### src/rtl/hilo_reg_unit_pkg.sv
// Shared definitions for the HI/LO register unit: half selectors and
// long-op scoreboard state encodings.
package hilo_reg_unit_pkg;

  localparam logic HILO_SEL_LO = 1'b0;
  localparam logic HILO_SEL_HI = 1'b1;

  typedef enum logic [1:0] {
    HILO_IDLE = 2'd0,
    HILO_MUL  = 2'd1,
    HILO_DIV  = 2'd2
  } hilo_state_e;

endpackage

### src/rtl/hilo_bypass_mux.sv
// Read-port source selection for MFHI/MFLO: a completing long-op result wins,
// then a same-cycle MT to the same half, then the architectural register.
module hilo_bypass_mux
  import hilo_reg_unit_pkg::*;
#(
  parameter int DATA_W = 32
) (
  input  logic                enable,
  input  logic                sel,
  input  logic                res_valid,
  input  logic [2*DATA_W-1:0] res,
  input  logic                mt_valid,
  input  logic                mt_sel,
  input  logic [DATA_W-1:0]   mt_data,
  input  logic [DATA_W-1:0]   hi,
  input  logic [DATA_W-1:0]   lo,
  output logic [DATA_W-1:0]   data
);

  logic [DATA_W-1:0] res_hi;
  logic [DATA_W-1:0] res_lo;

  assign res_hi = res[2*DATA_W-1:DATA_W];
  assign res_lo = res[DATA_W-1:0];

  // NOTE: every output of a combinational block gets a default first, so no
  // path through the branches can leave it unassigned and infer a latch.
  always_comb begin
    data = '0;
    if (enable) begin
      if (res_valid) begin
        data = (sel == HILO_SEL_HI) ? res_hi : res_lo;
      end else if (mt_valid && (mt_sel == sel)) begin
        data = mt_data;
      end else begin
        data = (sel == HILO_SEL_HI) ? hi : lo;
      end
    end
  end

endmodule

### src/rtl/hilo_reg_unit.sv
// Architectural HI/LO pair: captures multiplier/divider results, serves MT/MF
// with same-cycle bypass, and stalls HI/LO accesses while a long op is in flight.
module hilo_reg_unit
  import hilo_reg_unit_pkg::*;
#(
  parameter int                 DATA_W = 32,
  parameter logic [DATA_W-1:0]  RST_HI = '0,
  parameter logic [DATA_W-1:0]  RST_LO = '0
) (
  input  logic                clk,
  input  logic                rst,
  input  logic                cancel,
  input  logic                mul_issue,
  input  logic                mul_done,
  input  logic [2*DATA_W-1:0] mul_res,
  input  logic                div_issue,
  input  logic                div_done,
  input  logic [2*DATA_W-1:0] div_res,
  input  logic                mt_valid,
  input  logic                mt_sel,
  input  logic [DATA_W-1:0]   mt_data,
  output logic                mt_ready,
  input  logic                mf_valid,
  input  logic                mf_sel,
  output logic                mf_ready,
  output logic [DATA_W-1:0]   mf_data,
  output logic [2*DATA_W-1:0] hilo_data,
  output logic                busy
);

  hilo_state_e         state;
  logic [DATA_W-1:0]   hi_q;
  logic [DATA_W-1:0]   lo_q;

  logic                mul_fin;
  logic                div_fin;
  logic                done_now;
  logic [2*DATA_W-1:0] res_now;

  // A done only counts when it matches the op the scoreboard is waiting on.
  assign mul_fin  = (state == HILO_MUL) && mul_done;
  assign div_fin  = (state == HILO_DIV) && div_done;
  assign done_now = mul_fin || div_fin;
  assign res_now  = mul_fin ? mul_res : div_res;

  assign busy      = (state != HILO_IDLE);
  assign hilo_data = {hi_q, lo_q};

  // MT waits for IDLE, so it can never race a result write to the same half.
  assign mt_ready = mt_valid && !busy && !cancel && !rst;
  assign mf_ready = mf_valid && (!busy || done_now) && !cancel && !rst;

  hilo_bypass_mux #(
    .DATA_W (DATA_W)
  ) u_bypass (
    .enable    (mf_ready),
    .sel       (mf_sel),
    .res_valid (done_now),
    .res       (res_now),
    .mt_valid  (mt_ready),
    .mt_sel    (mt_sel),
    .mt_data   (mt_data),
    .hi        (hi_q),
    .lo        (lo_q),
    .data      (mf_data)
  );

  // NOTE: sequential state uses non-blocking assignments only, so every flop
  // samples pre-edge values regardless of statement order.
  always_ff @(posedge clk) begin
    if (rst) begin
      state <= HILO_IDLE;
      hi_q  <= RST_HI;
      lo_q  <= RST_LO;
    end else if (cancel) begin
      state <= HILO_IDLE;
    end else begin
      if (done_now) begin
        hi_q <= res_now[2*DATA_W-1:DATA_W];
        lo_q <= res_now[DATA_W-1:0];
      end else if (mt_ready) begin
        if (mt_sel == HILO_SEL_HI) hi_q <= mt_data;
        else                       lo_q <= mt_data;
      end

      case (state)
        HILO_IDLE: begin
          if (mul_issue)      state <= HILO_MUL;
          else if (div_issue) state <= HILO_DIV;
        end
        HILO_MUL: begin
          if (mul_done) state <= mul_issue ? HILO_MUL : HILO_IDLE;
        end
        HILO_DIV: begin
          if (div_done) begin
            if (div_issue)      state <= HILO_DIV;
            else if (mul_issue) state <= HILO_MUL;
            else                state <= HILO_IDLE;
          end
        end
        default: state <= HILO_IDLE;
      endcase
    end
  end

endmodule

### config.mk
export PLATFORM = sky130hd
export DESIGN_NAME = hilo_reg_unit
export DESIGN_NICKNAME = d
export VERILOG_FILES = /design/src/rtl/hilo_reg_unit_pkg.sv /design/src/rtl/hilo_bypass_mux.sv /design/src/rtl/hilo_reg_unit.sv
export SDC_FILE = /design/constraint.sdc
export NUM_CORES = 1
export LEC_CHECK = 0
export CAP_MARGIN = 20
export CORE_UTILIZATION = 30
export CTS_CLUSTER_DIAMETER = 120
export DETAILED_ROUTE_END_ITERATION = 10
export PLACE_DENSITY = 0.69
export SYNTH_ARGS = -nofsm -noshare
export SYNTH_HDL_FRONTEND = slang
export SYNTH_SLANG_ARGS = --single-unit
export TNS_END_PERCENT = 10
### constraint.sdc
create_clock -name clk -period 4 [get_ports clk]
set_clock_uncertainty 0.2 [all_clocks]
set_input_delay 0.4 -clock clk [delete_from_list [all_inputs] [get_ports clk]]
set_output_delay 0.4 -clock clk [all_outputs]
set_load 0.01 [all_outputs]
Word-level counts from Yosys, hierarchy flattened
Index checks and enable logic that the tools add are counted.
Word-level totals
  flip-flop bits (word level): 66
  bits in latches: 0
  memory bits (writable): 0
  ROM bits: 0
  bits of input ports: 171
  output and inout bits: 99
  word-level logic and storage cells: 52
  memories: 0
Operators by class
  $add $sub $neg: 0
  multiply operators: 0
  div/mod/pow operators: 0
  $lt $le $gt $ge: 0
  eq/ne operators: 7
  shift operators: 0
  mux-type cells: 19
  bitwise operators: 1
  reductions and logical operators: 22
Operators with widths (number)
  32-bit two-way mux: 11
  64-bit two-way mux: 1
  2-bit two-way mux: 5
  1-bit logical AND: 9
  3-bit AND reduction: 3
  2-bit one-hot mux with 3 select lines: 1
  2-bit nonzero test: 3
  2-bit inequality test, second input constant: 2
  1-bit logical NOT: 3
  3-bit inequality test, second input constant: 1
  2-bit by 1-bit equality test with 1-bit output, second input constant: 1
  2-bit equality test, second input constant: 1
  2-bit logical NOT: 1
  1-bit logical OR: 2
  2-bit by 1-bit inequality test with 1-bit output, second input constant: 1
  2-bit OR reduction: 1
  1-bit equality test: 1
  1-bit two-way mux: 1
  1-bit NOT: 1

Depth between registers and ports, before layout
  depth after elaboration: 9
  depth in mapped cells: 7
  depth with buffers taken out: 4

By module
A second synthesis with hierarchy kept.
Unflattened totals
  cell total of the unflattened synthesis: 705
  area, all modules: 6336.1 um^2
By module, submodules not included
  hilo_reg_unit: times used 1, cells each 555, area an instance 4854.7 um^2, sequential area each 1321.3 um^2
  hilo_bypass_mux: times used 1, cells each 150, area an instance 1481.4 um^2, sequential area each 0.0 um^2

Worst setup path after synthesis
Ideal clock, no wire load.
  kind: input -> output
  start point: input port mf_sel
  end point: output port mf_data[10]
  arrival time: 1.597 ns
  data required time: 3.400 ns
  path slack: 1.803 ns
  stages on the path: 5
  path buffers: 3
  path through: buf_2 -> buf_2 -> buf_2 -> mux4_2 -> o2bb2ai_1
On the way
  cells in the longest elaborated chain, start to end: 5
  elaborated cells on any way between the ends: 7
  those cells by class: 1 x eq/ne; 5 x mux; 1 x reduce/logical
RTL lines
  start, declared: RTL line hilo_reg_unit.sv:24  | input logic mf_sel,
  1-bit equality test: RTL line hilo_bypass_mux.sv:33  | end else if (mt_valid && (mt_sel == sel)) begin
  1-bit logical AND: RTL line hilo_bypass_mux.sv:33
  32-bit two-way mux: RTL line hilo_bypass_mux.sv:33
  32-bit two-way mux *: RTL line hilo_bypass_mux.sv:31  | if (res_valid) begin
  32-bit two-way mux *: RTL line hilo_bypass_mux.sv:30  | if (enable) begin
  end, declared: RTL line hilo_reg_unit.sv:26  | output logic [DATA_W-1:0] mf_data,
Mark *: on every way between the ends. The rest lies on a longest branch, timed or not.

Worst setup path in the final report
  start point: input port mul_done
  end point: output port mf_data[2]
On the way
  cells in the longest elaborated chain, start to end: 7
  elaborated cells on any way between the ends: 10
  those cells by class: 4 x mux; 6 x reduce/logical
RTL lines
  start, declared: RTL line hilo_reg_unit.sv:14  | input logic mul_done,
  1-bit logical AND *: RTL line hilo_reg_unit.sv:41  | assign mul_fin = (state == HILO_MUL) && mul_done;
  1-bit logical OR: RTL line hilo_reg_unit.sv:43  | assign done_now = mul_fin || div_fin;
  1-bit logical OR: RTL line hilo_reg_unit.sv:51  | assign mf_ready = mf_valid && (!busy || done_now) && !cancel && !rst;
  1-bit logical AND (3 in series): RTL line hilo_reg_unit.sv:51
  32-bit two-way mux *: RTL line hilo_bypass_mux.sv:30
Marked as above.

==> results.json <==
{
  "status": "completed",
  "fin_tns_setup_ps": 0,
  "clk_pin_slew_worst_paths_ps": 60,
  "synth_top_flop_cell": "dfxtp_1",
  "final_nets": 944,
  "grt_pass1_wl_um": 31950,
  "first_global_vias": 5854,
  "dp_cells": 987,
  "track_usage_pct": 22.33,
  "ys_ff_latch": 66,
  "holdBufCountCts": 0,
  "cts_tree": "done",
  "r2r_start": "state[0]",
  "drt_wl_total_um": 20170,
  "cp-start-kind": "input port",
  "cts_root_buf": "clkbuf_16",
  "tightestPinTransition_ps": 954.8,
  "maxSlewViolCount": 0,
  "syn_area_um2": 5309,
  "yosys-top-cells-area": "dfxtp_1 25%, mux4_2 14%, o22a_1 11%",
  "antenna_cells": 0,
  "slew_headroom_pct": 36.35,
  "die_area_um2": 18230,
  "drive_above_1_share_pct": 15.44,
  "place_congestion": 0.8084,
  "drt_iter0_markers": 227,
  "syn_to_final_growth_pct": 57.84,
  "cts_htree_levels": 3,
  "min_period_over_period_pct": 84.19,
  "synth.most_common_cell": "dfxtp_1",
  "cpMaxStageDelayCell": "mux4_2",
  "synth.top_cell.area_share_pct": 24.89,
  "ys_warn_count": 0,
  "crit_top_cell": "clkdlybuf4s50_1",
  "rsz0062_at_grt": "false",
  "hp-class": "input port to flip-flop",
  "first_pass_iters": 8,
  "io_pins": 270,
  "synth_edf_count": 0,
  "overflow": 0,
  "cts_made_buffers": 9,
  "max_freq_mhz": 296.9,
  "final_cells": 1002,
  "num_rows": 48,
  "critPathArrivalTime_ps": 2770,
  "pwr_density_cell_nw_per_um2": 259.0,
  "path_cells": "clkdlybuf4s50_1 > nand3b_4 > buf_4 > mux4_2 > o2bb2ai_1 > clkdlybuf4s50_1",
  "vias_per_cell": 5.711,
  "synth_top_cells_by_count": "66 x dfxtp_1, 64 x nor3_1, 64 x o22a_1",
  "async_flop_share_pct": 0,
  "cp-endpoint": "mf_data[2]",
  "end_kind": "primary output",
  "worst_r2r_path_depth": 5,
  "slowest_delay_ps": 590,
  "yosys.cell_types.count": 34,
  "vdd_drop_max_mv": 0.1864,
  "seq_area_frac_synth_pct": 24.89,
  "drtAntennaViolNets": 0,
  "die_y_um": 135.0,
  "vias": 5722,
  "cts.repair.resized": 0,
  "initial_core_util_pct": 30.69,
  "post_cts_buffers": 0,
  "grt_max_degree": 66,
  "worstSkewPairLatency_ps": 330,
  "yosysTopAreaCell": "dfxtp_1",
  "p_leak_uw": 0.002916,
  "crit_type": "input port to primary output",
  "clock_sinks": 66,
  "clk_path_buf_depth": 2,
  "syn-num-nets": 719,
  "syn_avg_cell_area_um2": 9.688,
  "port_buffers": 269,
  "drv_cap": 0,
  "core_area_um2": 17300,
  "drc": 0,
  "syn_inst": 548,
  "dpl.hpwl_um": 14280,
  "rr_endpoint": "hi_q[20]",
  "setup_viol": 0,
  "fp.dieW_um": 135.0,
  "crit_start": "mul_done",
  "ff2ff_setup_slack_ps": 1250,
  "p_total_uw": 2170,
  "cp.required_ps": 3400,
  "finalCriticalPeriod_ps": 3368,
  "antenna_found_initial": 0,
  "finalHoldViolCount": 0,
  "critPathMaxFanout": 49,
  "routedWlPerCell_um": 20.13
}
==> registers in the layout, indices dropped and copies added (netlist names) <==
name and count:
lo_q 32, state 2, hi_q 32
==> cell type report <==
type / instances / area, um^2
fill: 1670 / 8917
multi-input combinational: 408 / 3636
timing repair buffer: 285 / 2843
sequential: 66 / 1321
tap: 225 / 281.5
clock buffer: 12 / 246.5
clock inverter: 3 / 40.04
inverter: 3 / 11.26
==> logic make-up after synthesis <==
kind of cell / after synthesis / share of synthesized area, %
buf+inv: 74 / 7.165
simple gates: 82 / 8.226
mux: 96 / 26.40
compound gates: 229 / 33.16
flops: 66 / 24.89
xor+xnor: 1 / 0.1650
==> per-stage QoR <==
| stage | util, % | setup WS (ps) | hold WS (ps) | instance area, um^2 |
|---|---|---|---|---|
| 2_1_floorplan | - | 1803 | 278.7 | 5309 |
| 3_3_place_gp | 46.79 | 677.7 | 388.1 | 8093 |
| 3_5_place_dp | 46.79 | 642.4 | 383.8 | 8093 |
| 4_1_cts | 48.44 | 651.9 | 261.6 | 8379 |
| 5_1_grt | 48.44 | 520.2 | 278.1 | 8379 |
| 6_report | 48.44 | 632.3 | 284.9 | 8379 |
==> where the power goes <==
part | internal, uW | total, uW | switching (uW)
registers | 698 | 729 | 30.8
logic | 384 | 656 | 272
clock network | 494 | 785 | 291
==> per-layer routing <==
metal,GRT usage [%],vias up,share of wire (%)
li1,-,2683,-
met1,27.95,2798,43
met2,37.71,221,49
met3,5.668,20,6.9
met4,6.367,0,1.4
met5,0,-,0
==> critical path, delay by kind of cell <==
family	cells	cell delay, ps
simple gates	1	130
compound gates	1	140
mux	1	590
buf+inv	3	1470
==> cell usage in the layout, fill, tap and decap left out, types with 2 or more instances in the layout <==
| cell type | count |
|---|---|
| mux2_2 | 32 |
| or2_2 | 2 |
| o2bb2ai_1 | 32 |
| nor3_1 | 64 |
| o21ai_0 | 62 |
| clkbuf_16 | 9 |
| clkdlybuf4s50_1 | 267 |
| a211oi_2 | 17 |
| a21oi_1 | 2 |
| mux2i_1 | 32 |
| inv_1 | 3 |
| buf_12 | 3 |
| clkinv_2 | 2 |
| and3_1 | 3 |
| o21ai_1 | 2 |
| clkbuf_1 | 2 |
| a211oi_1 | 47 |
| o22a_1 | 64 |
| mux4_2 | 32 |
| dfxtp_1 | 66 |
| buf_4 | 14 |
==> how the worst min path moves through the flow <==
| stage | cells after the start | end | from |
|---|---|---|---|
| 4_1_cts | 3 | state[0] | rst |
| 3_5_place_dp | 2 | state[1] | state[1] |
| 6_report | 3 | state[0] | rst |
| 3_3_place_gp | 2 | state[1] | state[1] |
| 2_1_floorplan | 1 | state[1] | cancel |
| 5_1_grt | 3 | state[0] | rst |
No activity file was read; power rests on OpenSTA's default activity.
